===== src/rtl/ex_stage.sv =====
// Execute stage: consumes the ID/EX bundle, runs the ALU or the iterative
// shift-add multiplier, resolves branches and drives the EX/MEM register.
//
// state | meaning
// IDLE  | single-cycle ops flow through; a valid MUL is accepted here
// MUL   | shift-add iterations in progress, upstream held by stall
module ex_stage #(
   parameter int WIDTH      = 16,
   parameter int REGW       = 4,
   parameter int MUL_CYCLES = 16
) (
   input  logic             clk,
   input  logic             rst_n,
   input  logic             in_valid,
   input  logic             flush,
   input  logic             regwrite,
   input  logic             memread,
   input  logic             memwrite,
   input  logic             branch,
   input  logic             memtoreg,
   input  logic             regdst,
   input  logic             alusrc,
   input  logic [2:0]       aluop,
   input  logic [WIDTH-1:0] data1,
   input  logic [WIDTH-1:0] data2,
   input  logic [WIDTH-1:0] offset,
   input  logic [WIDTH-1:0] pcplus,
   input  logic [REGW-1:0]  regdest1,
   input  logic [REGW-1:0]  regdest2,
   output logic             stall,
   output logic             valid_out,
   output logic             regwriteout,
   output logic             memreadout,
   output logic             memwriteout,
   output logic             memtoregout,
   output logic             branch_taken,
   output logic [WIDTH-1:0] branch_target,
   output logic [WIDTH-1:0] alu_result,
   output logic [WIDTH-1:0] store_data,
   output logic [REGW-1:0]  wreg
);

   typedef enum logic {IDLE, MUL} state_t;

   localparam logic [2:0] OP_ADD = 3'b000;
   localparam logic [2:0] OP_SUB = 3'b001;
   localparam logic [2:0] OP_AND = 3'b010;
   localparam logic [2:0] OP_OR  = 3'b011;
   localparam logic [2:0] OP_SLT = 3'b100;
   localparam logic [2:0] OP_SLL = 3'b101;
   localparam logic [2:0] OP_MUL = 3'b110;
   localparam logic [2:0] OP_NOR = 3'b111;

   localparam int CW = $clog2(MUL_CYCLES);
   localparam int SW = $clog2(WIDTH);
   localparam logic [CW-1:0] CNT_LAST = CW'(MUL_CYCLES - 1);

   state_t           state;
   logic [CW-1:0]    cnt;
   logic [WIDTH-1:0] mcand;
   logic [WIDTH-1:0] mplier;
   logic [WIDTH-1:0] acc;

   logic [WIDTH-1:0] op_b;
   logic [WIDTH-1:0] alu_comb;
   logic [WIDTH-1:0] acc_next;
   logic [WIDTH-1:0] target_comb;
   logic [REGW-1:0]  wreg_comb;
   logic             operands_eq;
   logic             mul_accept;

   assign op_b        = alusrc ? offset : data2;
   assign wreg_comb   = regdst ? regdest2 : regdest1;
   assign target_comb = pcplus + offset;
   assign operands_eq = (data1 == data2);
   assign acc_next    = mplier[0] ? (acc + mcand) : acc;
   assign mul_accept  = in_valid && (aluop == OP_MUL);

   // Single-cycle ALU result; MUL is produced by the iterative path instead.
   always_comb begin
      alu_comb = '0;
      case (aluop)
         OP_ADD: alu_comb = data1 + op_b;
         OP_SUB: alu_comb = data1 - op_b;
         OP_AND: alu_comb = data1 & op_b;
         OP_OR:  alu_comb = data1 | op_b;
         OP_SLT: alu_comb = {{(WIDTH-1){1'b0}}, ($signed(data1) < $signed(op_b))};
         OP_SLL: alu_comb = data1 << op_b[SW-1:0];
         OP_MUL: alu_comb = '0;
         OP_NOR: alu_comb = ~(data1 | op_b);
         default: alu_comb = '0;
      endcase
   end

   // Hold upstream during the accept cycle and all but the last iteration.
   always_comb begin
      stall = 1'b0;
      if (rst_n && !flush) begin
         if (state == IDLE) stall = mul_accept;
         else               stall = (cnt != CNT_LAST);
      end
   end

   // FSM, multiplier datapath and EX/MEM register.
   always_ff @(posedge clk or negedge rst_n) begin
      if (!rst_n) begin
         state         <= IDLE;
         cnt           <= '0;
         mcand         <= '0;
         mplier        <= '0;
         acc           <= '0;
         valid_out     <= 1'b0;
         regwriteout   <= 1'b0;
         memreadout    <= 1'b0;
         memwriteout   <= 1'b0;
         memtoregout   <= 1'b0;
         branch_taken  <= 1'b0;
         branch_target <= '0;
         alu_result    <= '0;
         store_data    <= '0;
         wreg          <= '0;
      end else if (flush) begin
         state        <= IDLE;
         cnt          <= '0;
         acc          <= '0;
         valid_out    <= 1'b0;
         regwriteout  <= 1'b0;
         memreadout   <= 1'b0;
         memwriteout  <= 1'b0;
         memtoregout  <= 1'b0;
         branch_taken <= 1'b0;
      end else begin
         case (state)
            IDLE: begin
               if (mul_accept) begin
                  mcand        <= data1;
                  mplier       <= op_b;
                  acc          <= '0;
                  cnt          <= '0;
                  state        <= MUL;
                  valid_out    <= 1'b0;
                  regwriteout  <= 1'b0;
                  memreadout   <= 1'b0;
                  memwriteout  <= 1'b0;
                  memtoregout  <= 1'b0;
                  branch_taken <= 1'b0;
               end else begin
                  valid_out    <= in_valid;
                  regwriteout  <= regwrite & in_valid;
                  memreadout   <= memread & in_valid;
                  memwriteout  <= memwrite & in_valid;
                  memtoregout  <= memtoreg & in_valid;
                  branch_taken <= branch & operands_eq & in_valid;
                  // Bubbles leave the data fields untouched.
                  if (in_valid) begin
                     alu_result    <= alu_comb;
                     branch_target <= target_comb;
                     store_data    <= data2;
                     wreg          <= wreg_comb;
                  end
               end
            end
            MUL: begin
               acc    <= acc_next;
               mcand  <= mcand << 1;
               mplier <= mplier >> 1;
               if (cnt == CNT_LAST) begin
                  cnt           <= '0;
                  state         <= IDLE;
                  valid_out     <= 1'b1;
                  regwriteout   <= regwrite;
                  memreadout    <= memread;
                  memwriteout   <= memwrite;
                  memtoregout   <= memtoreg;
                  branch_taken  <= 1'b0;
                  alu_result    <= acc_next;
                  branch_target <= target_comb;
                  store_data    <= data2;
                  wreg          <= wreg_comb;
               end else begin
                  cnt          <= cnt + CW'(1);
                  valid_out    <= 1'b0;
                  regwriteout  <= 1'b0;
                  memreadout   <= 1'b0;
                  memwriteout  <= 1'b0;
                  memtoregout  <= 1'b0;
                  branch_taken <= 1'b0;
               end
            end
            default: state <= IDLE;
         endcase
      end
   end

endmodule


===== config.mk =====
export PLATFORM = sky130hd
export DESIGN_NAME = ex_stage
export DESIGN_NICKNAME = d
export VERILOG_FILES = /design/src/rtl/ex_stage.sv
export SDC_FILE = /design/constraint.sdc
export NUM_CORES = 1
export LEC_CHECK = 0
export ABC_AREA = 1
export BUFFER_PORTS_ARGS = -buffer_cell sky130_fd_sc_hd__buf_2
export CORE_MARGIN = 3
export CORE_UTILIZATION = 59
export DETAILED_ROUTE_END_ITERATION = 12
export GPL_TIMING_DRIVEN = 1
export PLACE_DENSITY = 0.82
export RECOVER_POWER = 100
export SLEW_MARGIN = 20
export SYNTH_ARGS = -nofsm -noshare
export SYNTH_HDL_FRONTEND = slang
export SYNTH_SLANG_ARGS = --single-unit

===== constraint.sdc =====
create_clock -name clk -period 2.04 [get_ports clk]
set_input_delay 0.204 -clock clk [delete_from_list [all_inputs] [get_ports clk]]
set_output_delay 0.204 -clock clk [all_outputs]
set_load 0.01 [all_outputs]

---- Yosys cells after proc, flatten, opt, wreduce, memory -nomap -nowiden ----
Cells that the tools add are included.
word-level totals
  bits in registers ....................... 111
  output and inout bits ................... 59
cells by class
  add/subtract/negate cells ............... 5
  $lt $le $gt $ge ......................... 1
  equal/unequal tests ..................... 15
  shift operators ......................... 1
  muxes and demuxes ....................... 60
  bitwise logic cells ..................... 11
  reductions and logical operators ........ 6
operators with widths
  cell                                            number
  2-to-1 mux 16 bit                               15
  case mux 16 bit (2 select lines)                6
  case mux 16 bit (8 select lines)                1
  adder 16 bit                                    3
  2-to-1 mux 4 bit                                7
  2-to-1 mux 1 bit                                22
  AND 16 bit                                      1
  == test 16 bit                                  1
  < comparator 16 bit                             1
  inverter 16 bit                                 1
  bitwise OR 16 bit                               1
  case mux 4 bit (2 select lines)                 2
  << shifter 16 x 4 -> 16 bit                     1
  subtractor 16 bit                               1
  case mux 1 bit (2 select lines)                 7
  == test 3 bit (second input constant)           4
  AND 1 bit                                       6
  == test 3 x 2 -> 1 bit (second input constant)  2
  != test 2 bit (second input constant)           3
  adder 4 x 1 -> 4 bit (second input constant)    1
  == test 4 bit (second input constant)           1
  != test 4 bit (second input constant)           1
  AND reduction 4 bit                             1
  == test 3 x 1 -> 1 bit (second input constant)  1
  other kinds (7)                                 9

---- Depth between registers and ports, before layout ----
Gate-level depths: netlist (run 1).
  word-level depth ........................ 7
  gate-level depth with buffers ........... 21
  gate-level depth less buffers ........... 19

---- Worst setup path before layout (run 1) ----
Ideal clock, no wire load.
  kind .................................... in2reg
  start ................................... in alusrc
  end ..................................... reg alu_result[13]
  library setup time ...................... 0.122 ns
  arrival ................................. 2.087 ns
  required time ........................... 1.918 ns
  setup slack ............................. -0.169 ns
  stages on the path ...................... 15
  path buffers ............................ 2
  path through ............................ inv_2 clkbuf_1 or2_2 o21ai_0 ha_1 buf_2 nor2_1 a21oi_1 or2_2 nand3_1 nand2_1 nand3_1 nand3_1 nand2_1 a21oi_2
on the way
  word-level cells in the longest chain between the ends .. 7
  elaborated cells on any way between the ends .. 11
  classes of those cells .................. add/sub (2); shift (1); mux (5); bitwise (3)
RTL lines
  what                                                       line  source
  start: declaration                                         22    input logic alusrc,
  2-to-1 mux 16 bit (*)                                      72    assign op_b = alusrc ? offset : data2;
  branches (longest 2 deep; another with subtractor 16 bit)  -
  case mux 16 bit (8 select lines) (*)                       82    case (aluop)
  2-to-1 mux 16 bit (*)                                      155   if (in_valid) begin
  2-to-1 mux 16 bit (*)                                      135   if (mul_accept) begin
  case mux 16 bit (2 select lines) (*)                       133   case (state)
  end signal: assignment                                     156   alu_result <= alu_comb;
  end signal: assignment                                     176   alu_result <= acc_next;
  end: declaration                                           38    output logic [WIDTH-1:0] alu_result,
Mark *: on every way between the ends. The select of a mux whose other input is x is not followed.
A chain may end at the register's enable or synchronous reset.

---- Final worst setup path (run 1) ----
  start ................................... reg mcand[1]
  end ..................................... reg alu_result[15]
on the way
  word-level cells in the longest chain between the ends .. 4
RTL lines
  what                              line  source
  start: declaration                60    logic [WIDTH-1:0] mcand;
  start signal: assignment          136   mcand <= data1;
  start signal: assignment          165   mcand <= mcand << 1;
  adder 16 bit                      76    assign acc_next = mplier[0] ? (acc + mcand) : acc;
  2-to-1 mux 16 bit                 76
  2-to-1 mux 16 bit                 167   if (cnt == CNT_LAST) begin
  case mux 16 bit (2 select lines)  133
No other way between the ends. The select of a mux whose other input is x is not followed.

==> results of run 1 <==
[worst max-delay path by stage]
stage / startpoint / to / slack (ns) / cells after the start
2_1_floorplan: alusrc / alu_result[0] / 0.002 / 18
3_3_place_gp: alusrc / alu_result[13] / -0.59 / 16
3_5_place_dp: alusrc / alu_result[13] / -0.62 / 16
4_1_cts: mcand[0] / alu_result[8] / -0.004 / 9
5_1_grt: alusrc / alu_result[15] / -0.15 / 21
6_report: mcand[1] / alu_result[15] / -0.1 / 14
[power breakdown]
group	leakage, nW	switching [mW]	internal (mW)
clock	0.156	0.925	0.982
combinational	5.42	2.55	1.66
sequential	1.35	0.381	2.60
[cell families (layout without fill, tap and decap cells)]
group / count (synthesis) / count (layout) / synth area share
compound gates: 282 / 282 / 0.161
xor+xnor: 26 / 26 / 0.0225
fa+ha+maj: 85 / 85 / 0.108
buf+inv: 226 / 538 / 0.0942
flops: 111 / 111 / 0.275
simple gates: 797 / 797 / 0.339
[stage by stage]
stage | cell area (um^2) | power (mW) | setup slack (ns)
floorplan | 10200 | 4.96 | 0.00154
global placement | 12400 | 6.44 | -0.591
detailed placement | 12400 | 6.55 | -0.617
CTS | 13000 | 8.56 | -0.00430
global route | 13700 | 9.53 | -0.151
finish | 13700 | 9.11 | -0.0993
[state kept, by name (all words and copies together), names as in the netlist]
signal / cells
acc: 16
alu_result: 16
branch_target: 16
mcand: 16
mplier: 16
store_data: 16
cnt: 4
wreg: 4
branch_taken: 1
memreadout: 1
memtoregout: 1
memwriteout: 1
regwriteout: 1
state: 1
valid_out: 1
[layer usage]
layer,up-vias,part of all wire,global-route usage
li1,5665,-,-
met1,5854,0.37,0.573
met2,1002,0.44,0.672
met3,264,0.12,0.0688
met4,2,0.075,0.218
met5,-,0.00032,0
[worst max-delay path, stage by stage (launching register included)]
cell     delay [ns]
dfrtp_2        0.45
ha_1           0.34
nand3_1        0.13
nand2_2        0.14
nand4_1        0.12
nand2_2        0.12
nand2_1        0.11
nand2_1        0.12
nand2_1        0.07
nand2_1        0.11
nand2_1        0.08
nand3_2        0.09
nand2_1        0.06
nand2_1        0.05
nand2_1        0.04
[layout make-up]
| cell class | count | area, um^2 | share of cell area |
|---|---|---|---|
| Clock buffer | 9 | 225 | 0.0164 |
| Tap cell | 220 | 275 | 0.0201 |
| Sequential cell | 111 | 2780 | 0.203 |
| Multi-Input combinational cell | 1190 | 7350 | 0.536 |
| Timing Repair Buffer | 353 | 2350 | 0.172 |
| Clock inverter | 7 | 93.8 | 0.00684 |
| Inverter | 169 | 643 | 0.0469 |
[synth_stat cells, types with 8 or more instances]
| library cell | count | area share |
|---|---|---|
| nand2_1 | 427 | 0.16 |
| inv_1 | 158 | 0.059 |
| nand3_1 | 156 | 0.077 |
| nor2_1 | 136 | 0.051 |
| dfrtp_1 | 111 | 0.27 |
| o21ai_0 | 94 | 0.047 |
| a21oi_1 | 85 | 0.042 |
| ha_1 | 81 | 0.10 |
| a31oi_1 | 37 | 0.023 |
| buf_2 | 28 | 0.014 |
| nand4_1 | 21 | 0.013 |
| xor2_1 | 19 | 0.016 |
| clkbuf_1 | 16 | 0.0059 |
| or2_2 | 14 | 0.0087 |
| a221oi_1 | 11 | 0.0095 |
| o22ai_1 | 11 | 0.0068 |
| inv_2 | 10 | 0.0037 |
| nor3_1 | 9 | 0.0045 |
| nand2_2 | 8 | 0.0050 |
| nand3_2 | 8 | 0.0079 |
| o21ai_1 | 8 | 0.0040 |
[timing repair]
item | 4_1_cts | 5_1_grt
buffers inserted | 4 | 9
gates resized for setup | 55 | 169
hold buffers | 1 | 0
hold endpoints to repair | 60 | 0
endpoints found under the setup margin | 20 | 24
cloned | 0 | 0
pin swaps | 4 | 49
==> results.py, run 1 <==
metrics = {
    "yosys": {
        "syn_area_per_cell_um2": 6.62,
        "syn_area_um2": 10100,
        "syn_inst": 1527,
        "seq_area_frac_synth": 0.275,
        "ys_ff_latch": 111,
        "synth_ff_type": "dfrtp_1",
        "yosys_warnings": 0,
        "synth_edf_count": 0,
        "synthArstFlopShare": 1.00,
        "synth_cell_types": 49,
        "syn_nets": 1698,
    },
    "die": {
        "design.die.area_um2": 18700,
        "initial_core_util": 0.605,
        "core_um2": 16700,
        "ios": 145,
        "die_h_um": 137,
        "row_count": 47,
        "fp.dieW_um": 137,
    },
    "cts": {
        "clkLatencyLatePin_ns": 0.37,
        "clk_pin_slew_ns": 0.08,
        "cts_root_buffer": "clkbuf_16",
        "cts.sinks": 111,
        "cts_tree": "done",
        "htreeDepth": 3,
        "cts_buffer_depth": 2,
        "cts_buffers": 9,
    },
    "routing": {
        "route.vias.total": 12800,
        "viasPerCell": 6.21,
        "wl_um": 43400,
        "drt_iter0_markers": 1672,
        "wl_per_cell_um": 21.1,
        "ant_nets": 0,
        "first_pass_iters": 6,
        "drc_errors": 0,
    },
    "placement": {
        "dp.cells": 2029,
        "gp_congestion": 1.07,
        "hpwl_um": 32400,
        "io_buffers": 144,
    },
    "cells_and_area": {
        "area_growth_pct": 35.8,
        "fillCellCount": 1146,
        "postLayoutCoreUtil": 0.822,
        "layout_common_cells": "395 x nand2_1, 194 x buf_4, 142 x inv_1",
        "final_cells": 2059,
        "diodes": 0,
        "final_layout_size_suffix_gt1_frac": 0.302,
        "fin_nets": 2005,
        "layout_commonest_cell": "nand2_1",
    },
    "worst_setup_path": {
        "rr_endpoint": "alu_result[15]",
        "crit_path_start_kind": "flip-flop",
        "r2r_slack_ns": -0.1,
        "arrival_ns": 2.40,
        "path_class": "reg2reg",
        "cp_max_fo": 4,
        "reg2reg_from": "mcand[1]",
        "cp.required_ns": 2.30,
        "cp-end-kind": "flip-flop",
        "r2r_cells": 14,
    },
    "grt": {
        "grt_pass1_wl_um": 61500,
        "grt-ovfl-total": 0,
        "grt_pass1_vias": 11200,
        "track_usage": 0.428,
        "grt_antenna_before_repair": 1,
        "grt_max_degree": 73,
    },
    "run_status": {
        "violations": "setup timing",
        "status": "finished, violations left",
    },
    "sta": {
        "fin_crit_ns": 2.14,
        "post-route-period-util": 1.05,
        "hold_viol_final": 0,
        "grt_setup_unrepaired": "true",
        "relSlewSlack": 0.424,
        "clock_skew_ns": 0.0111,
        "finalMaxSlewViolations": 0,
        "tightest_slew_ns": 0.864,
        "holdWs_ns": 0.0385,
        "layout_setup_ws_ns": -0.0993,
        "tns_ns": -0.258,
        "fmax_mhz": 467,
        "finalSetupViolCount": 9,
    },
    "power": {
        "p_per_area_nw_per_um2": 664,
        "p_leak_nw": 6.93,
        "ir_drop_v": 0.000499,
    },
    "min_path": {
        "hold_path.startpoint": "regwrite",
        "min_to": "regwriteout",
        "hp-class": "in2reg",
        "whs_path_depth": 3,
    },
    "flow_run": {
        "maxCapViolations": 0,
    },
}
No activity file was read; power rests on OpenSTA's default activity.
==> inputs of run 2 (changes only) <==
- CORE_MARGIN: 3 -> 5
==> results.py, run 2 (synthesized netlist as in run 1, its figures left out) <==
metrics = {
    "placement": {
        "post-place-ws_ns": -0.699,
        "dp.cells": 2042,
        "gp_congestion": 1.08,
        "io_buffers": 144,
        "place_area_um2": 12500,
        "hpwl_um": 32700,
    },
    "worst_setup_path": {
        "cpPeakStageDelay_ns": 0.43,
        "path_delay_family": "compound AO/OA/AOI/OAI gates",
        "path_class": "reg2reg",
        "cp-end-kind": "flip-flop",
        "crit_chain": "ha_1 -> a21oi_1 -> o21ai_0 -> a21oi_1 -> nand2_1 -> nand2_1 -> nand3_1 -> a21oi_2 -> a21oi_2",
        "critPathBufInv": 0,
        "reg2reg_from": "mcand[9]",
        "rr_endpoint": "alu_result[14]",
        "r2r_cells": 9,
        "cp.required_ns": 2.29,
        "r2r_slack_ns": -0.07,
        "cp_max_fo": 5,
        "critical-path-slowest-cell": "dfrtp_1",
        "crit_path_start_kind": "flip-flop",
        "arrival_ns": 2.36,
    },
    "cells_and_area": {
        "area_growth_pct": 36.0,
        "final_cells": 2076,
        "postLayoutCoreUtil": 0.823,
        "fillCellCount": 1179,
        "diodes": 0,
        "layout_commonest_cell": "nand2_1",
        "fin_area_um2": 13800,
        "fin_nets": 2022,
        "layout_common_cells": "395 x nand2_1, 203 x buf_4, 140 x nand3_1",
        "final_layout_size_suffix_gt1_frac": 0.298,
    },
    "grt": {
        "grt_pass1_wl_um": 64100,
        "grt_max_degree": 80,
        "track_usage": 0.411,
        "grt-ovfl-total": 0,
        "grt_pass1_vias": 11900,
        "grt_antenna_before_repair": 0,
    },
    "die": {
        "core_um2": 16700,
        "die_h_um": 141,
        "ios": 145,
        "fp.dieW_um": 141,
        "initial_core_util": 0.605,
        "row_count": 47,
        "design.die.area_um2": 19800,
    },
    "min_path": {
        "min_to": "regwriteout",
        "hold_path.startpoint": "regwrite",
        "whs_path_depth": 3,
        "hp-class": "in2reg",
    },
    "power": {
        "p_leak_nw": 6.96,
        "ir_drop_v": 0.000473,
        "p_per_area_nw_per_um2": 648,
    },
    "cts": {
        "cts.sinks": 111,
        "clkLatencyLatePin_ns": 0.36,
        "cts_root_buffer": "clkbuf_16",
        "clk_pin_slew_ns": 0.08,
        "cts_buffer_depth": 2,
        "htreeDepth": 3,
        "cts_tree": "done",
        "cts_buffers": 9,
    },
    "sta": {
        "tightest_slew_ns": 1.08,
        "tns_ns": -0.174,
        "layout_setup_ws_ns": -0.0736,
        "fin_crit_ns": 2.11,
        "finalSetupViolCount": 7,
        "relSlewSlack": 0.279,
        "grt_setup_unrepaired": "true",
        "post-route-period-util": 1.04,
        "hold_viol_final": 0,
        "fmax_mhz": 473,
        "clock_skew_ns": 0.00989,
        "finalMaxSlewViolations": 0,
    },
    "routing": {
        "drc_errors": 0,
        "ant_nets": 0,
        "wl_per_cell_um": 20.8,
        "wl_um": 43200,
        "first_pass_iters": 6,
        "route.vias.total": 12800,
        "drt_iter0_markers": 1705,
        "viasPerCell": 6.17,
    },
    "run_status": {
        "status": "finished, violations left",
        "violations": "setup timing",
    },
    "flow_run": {
        "maxCapViolations": 0,
    },
}
[run 2: stage by stage]
step | power, mW | hold WS (ns)
3_3_place_gp | 6.49 | 0.355
4_1_cts | 8.46 | 0.0369
6_report | 8.91 | 0.0419
5_1_grt | 9.37 | 0.0543
3_5_place_dp | 6.60 | 0.360
2_1_floorplan | 4.96 | -0.0916
[run 2: power by group]
group          internal (mW)  leakage [nW]  switching [mW]  total, mW
clock                  0.842         0.129           0.906       1.75
sequential              2.60          1.35           0.354       2.96
combinational           1.67          5.48            2.52       4.20
[run 2: area by class of cell]
type	count	area [um^2]	share of cell area
sequential	111	2780	0.202
timing repair buffer	370	2480	0.180
multi-input combinational	1190	7290	0.530
inverter	169	648	0.0471
tap	220	275	0.0200
clock buffer	9	225	0.0164
clock inverter	7	53.8	0.00391
[run 2: worst register-to-register path, delay by kind of cell (launching register included)]
| family | cells | cell delay, ns |
|---|---|---|
| AO/OA/AOI/OAI | 5 | 0.88 |
| AND/OR/NAND/NOR | 3 | 0.30 |
| flip-flops | 1 | 0.43 |
| adder cells (fa/ha/maj) | 1 | 0.39 |
[run 2: worst max path at each step]
stage                     endpoint  cells after the start     start  slack (ns)
finish              alu_result[14]                      9  mcand[9]       -0.07
detailed placement   alu_result[0]                     17    alusrc       -0.70
global placement     alu_result[6]                     13    alusrc       -0.59
global route         alu_result[7]                     10  mcand[2]       -0.20
floorplan            alu_result[0]                     18    alusrc       0.002
CTS                  alu_result[0]                     20    alusrc       -0.05
[run 2: layer usage]
layer | vias to the layer above | share of wire | global-route usage
li1 | 5729 | - | -
met1 | 5881 | 0.37 | 0.539
met2 | 948 | 0.44 | 0.658
met3 | 254 | 0.12 | 0.0809
met4 | 0 | 0.068 | 0.186
met5 | - | 0 | 0
[run 2: timing repair]
action	4_1_cts	5_1_grt
buffers inserted	3	14
hold buffers	1	0
pin swaps	15	47
hold endpoints to repair	89	0
endpoints found under the setup margin	16	24
gates resized for setup	71	154
==> inputs of run 3 (changes only) <==
- CORE_UTILIZATION: 59 -> 64
- HOLD_SLACK_MARGIN: unset -> 0.03
- PLACE_DENSITY: 0.82 -> unset
- PLACE_DENSITY_LB_ADDON: unset -> 0.15
- clock period: 2.04 -> 2.7 ns (I/O delays scaled with it)
==> results.py, run 3 (synthesized netlist as in run 1, its figures left out) <==
metrics = {
    "worst_setup_path": {
        "cp_max_fo": 12,
        "crit_chain": "clkbuf_1 -> inv_2 -> or2_2 -> o21ai_1 -> clkbuf_1 -> inv_1 -> ha_1 -> inv_1 -> nand2_1 -> a21oi_1 -> nand2_1 -> buf_4 -> xor2_1 -> nand2_1 -> nand4_1 -> nand2_1 -> a21oi_1",
        "crit_path_start_kind": "input port",
        "cp_common_cell": "nand2_1",
        "arrival_ns": 2.79,
        "path_class": "in2reg",
        "cpPeakStageDelay_ns": 0.28,
        "cp-end-kind": "flip-flop",
        "critical-path-slowest-cell": "or2_2",
        "cp.required_ns": 2.98,
    },
    "grt": {
        "grt_max_degree": 112,
        "grt_pass1_wl_um": 58900,
        "grt-ovfl-total": 0,
        "grt_pass1_vias": 10800,
        "grt_antenna_before_repair": 2,
        "track_usage": 0.414,
    },
    "sta": {
        "finalSetupViolCount": 0,
        "finalMaxSlewViolations": 112,
        "post-route-period-util": 0.927,
        "tns_ns": 0,
        "fin_crit_ns": 2.50,
        "grt_setup_unrepaired": "false",
        "clock_skew_ns": 0.00830,
        "fmax_mhz": 400,
        "tightest_slew_ns": 1.54,
        "hold_viol_final": 0,
        "relSlewSlack": -0.0247,
    },
    "routing": {
        "ant_nets": 0,
        "drt_iter0_markers": 1515,
        "drc_errors": 0,
        "route.vias.total": 11600,
        "viasPerCell": 6.03,
        "first_pass_iters": 6,
        "wl_um": 37900,
        "wl_per_cell_um": 19.6,
    },
    "power": {
        "p_leak_nw": 6.15,
        "fin_total_pwr_mw": 6.13,
        "ir_drop_v": 0.000348,
        "p_per_area_nw_per_um2": 525,
    },
    "placement": {
        "gp_congestion": 1.15,
        "dp.cells": 1915,
        "hpwl_um": 29800,
        "io_buffers": 144,
    },
    "die": {
        "design.die.area_um2": 18400,
        "fp.dieW_um": 136,
        "initial_core_util": 0.643,
        "ios": 145,
        "row_count": 46,
        "core_um2": 15700,
        "die_h_um": 136,
    },
    "cts": {
        "holdBufCountCts": 0,
        "cts_tree": "done",
        "clkLatencyLatePin_ns": 0.36,
        "cts_root_buffer": "clkbuf_16",
        "htreeDepth": 3,
        "post-cts-setup-buffer-count": 0,
        "cts_buffer_depth": 2,
        "clk_pin_slew_ns": 0.08,
        "cts_buffers": 9,
        "cts.sinks": 111,
    },
    "run_status": {
        "status": "finished, violations left",
        "violations": "capacitance limit, slew limit",
    },
    "cells_and_area": {
        "final_layout_size_suffix_gt1_frac": 0.138,
        "layout_common_cells": "427 x nand2_1, 159 x inv_1, 156 x nand3_1",
        "area_growth_pct": 15.5,
        "layout_commonest_cell": "nand2_1",
        "final_cells": 1932,
        "fin_nets": 1881,
    },
    "flow_run": {
        "maxCapViolations": 1,
    },
    "min_path": {
        "hp-class": "in2reg",
    },
}
run 3: worst paths after layout:
kind / start / end / slack (ns) / depth (start not counted)
worst max-delay path: alusrc / alu_result[7] / 0.20 / 17
worst min-delay path: memread / memreadout / 0.11 / 3
worst max register to register: state / branch_target[0] / 0.32 / 7
worst min register to register: wreg[3] / wreg[3] / 0.48 / 2
max in group asynchronous: rst_n / acc[7] / 1.24 / 2
min in group asynchronous: rst_n / regwriteout / 0.53 / 2
run 3: power by group:
part,switching (mW),internal (mW)
clock,0.666,0.762
sequential,0.237,1.97
combinational,1.63,0.870
total,2.53,3.60
run 3: per-stage QoR:
| step | worst slack, ns | util | hold slack, ns | cell area [um^2] |
|---|---|---|---|---|
| 3_5_place_dp | -0.157 | 0.729 | 0.434 | 11500 |
| 3_3_place_gp | -0.162 | 0.729 | 0.428 | 11500 |
| 6_report | 0.198 | 0.743 | 0.111 | 11700 |
| 4_1_cts | 0.195 | 0.749 | 0.0518 | 11800 |
| 5_1_grt | 0.0406 | 0.743 | 0.125 | 11700 |
| 2_1_floorplan | 0.425 | - | -0.0256 | 10100 |
run 3: what timing repair did:
item                       in CTS  in global routing
resized for setup               0                  3
setup endpoints to repair       0                  5
hold endpoints to repair        0                  0
run 3: metal layers:
layer | part of all wire | track usage
met1 | 0.38 | 0.525
met2 | 0.44 | 0.649
met3 | 0.11 | 0.0862
met4 | 0.072 | 0.251
met5 | 0.0014 | 0
run 3: cell type report:
| type | count | area, um^2 |
|---|---|---|
| multi-input cells | 1190 | 6390 |
| fillers | 1350 | 4040 |
| flip-flops and latches | 111 | 2780 |
| repair buffers | 229 | 1280 |
| inverters | 169 | 636 |
| well taps | 216 | 270 |
| clock buffers | 10 | 239 |
| clock inverters | 6 | 77.6 |
| diodes | 1 | 2.50 |
run 3: worst max-delay path, delay by kind of cell:
kind / cells / cell delay [ns]
simple gates: 6 / 0.86
buf+inv: 6 / 0.75
compound gates: 3 / 0.56
fa+ha+maj: 1 / 0.23
xor+xnor: 1 / 0.12
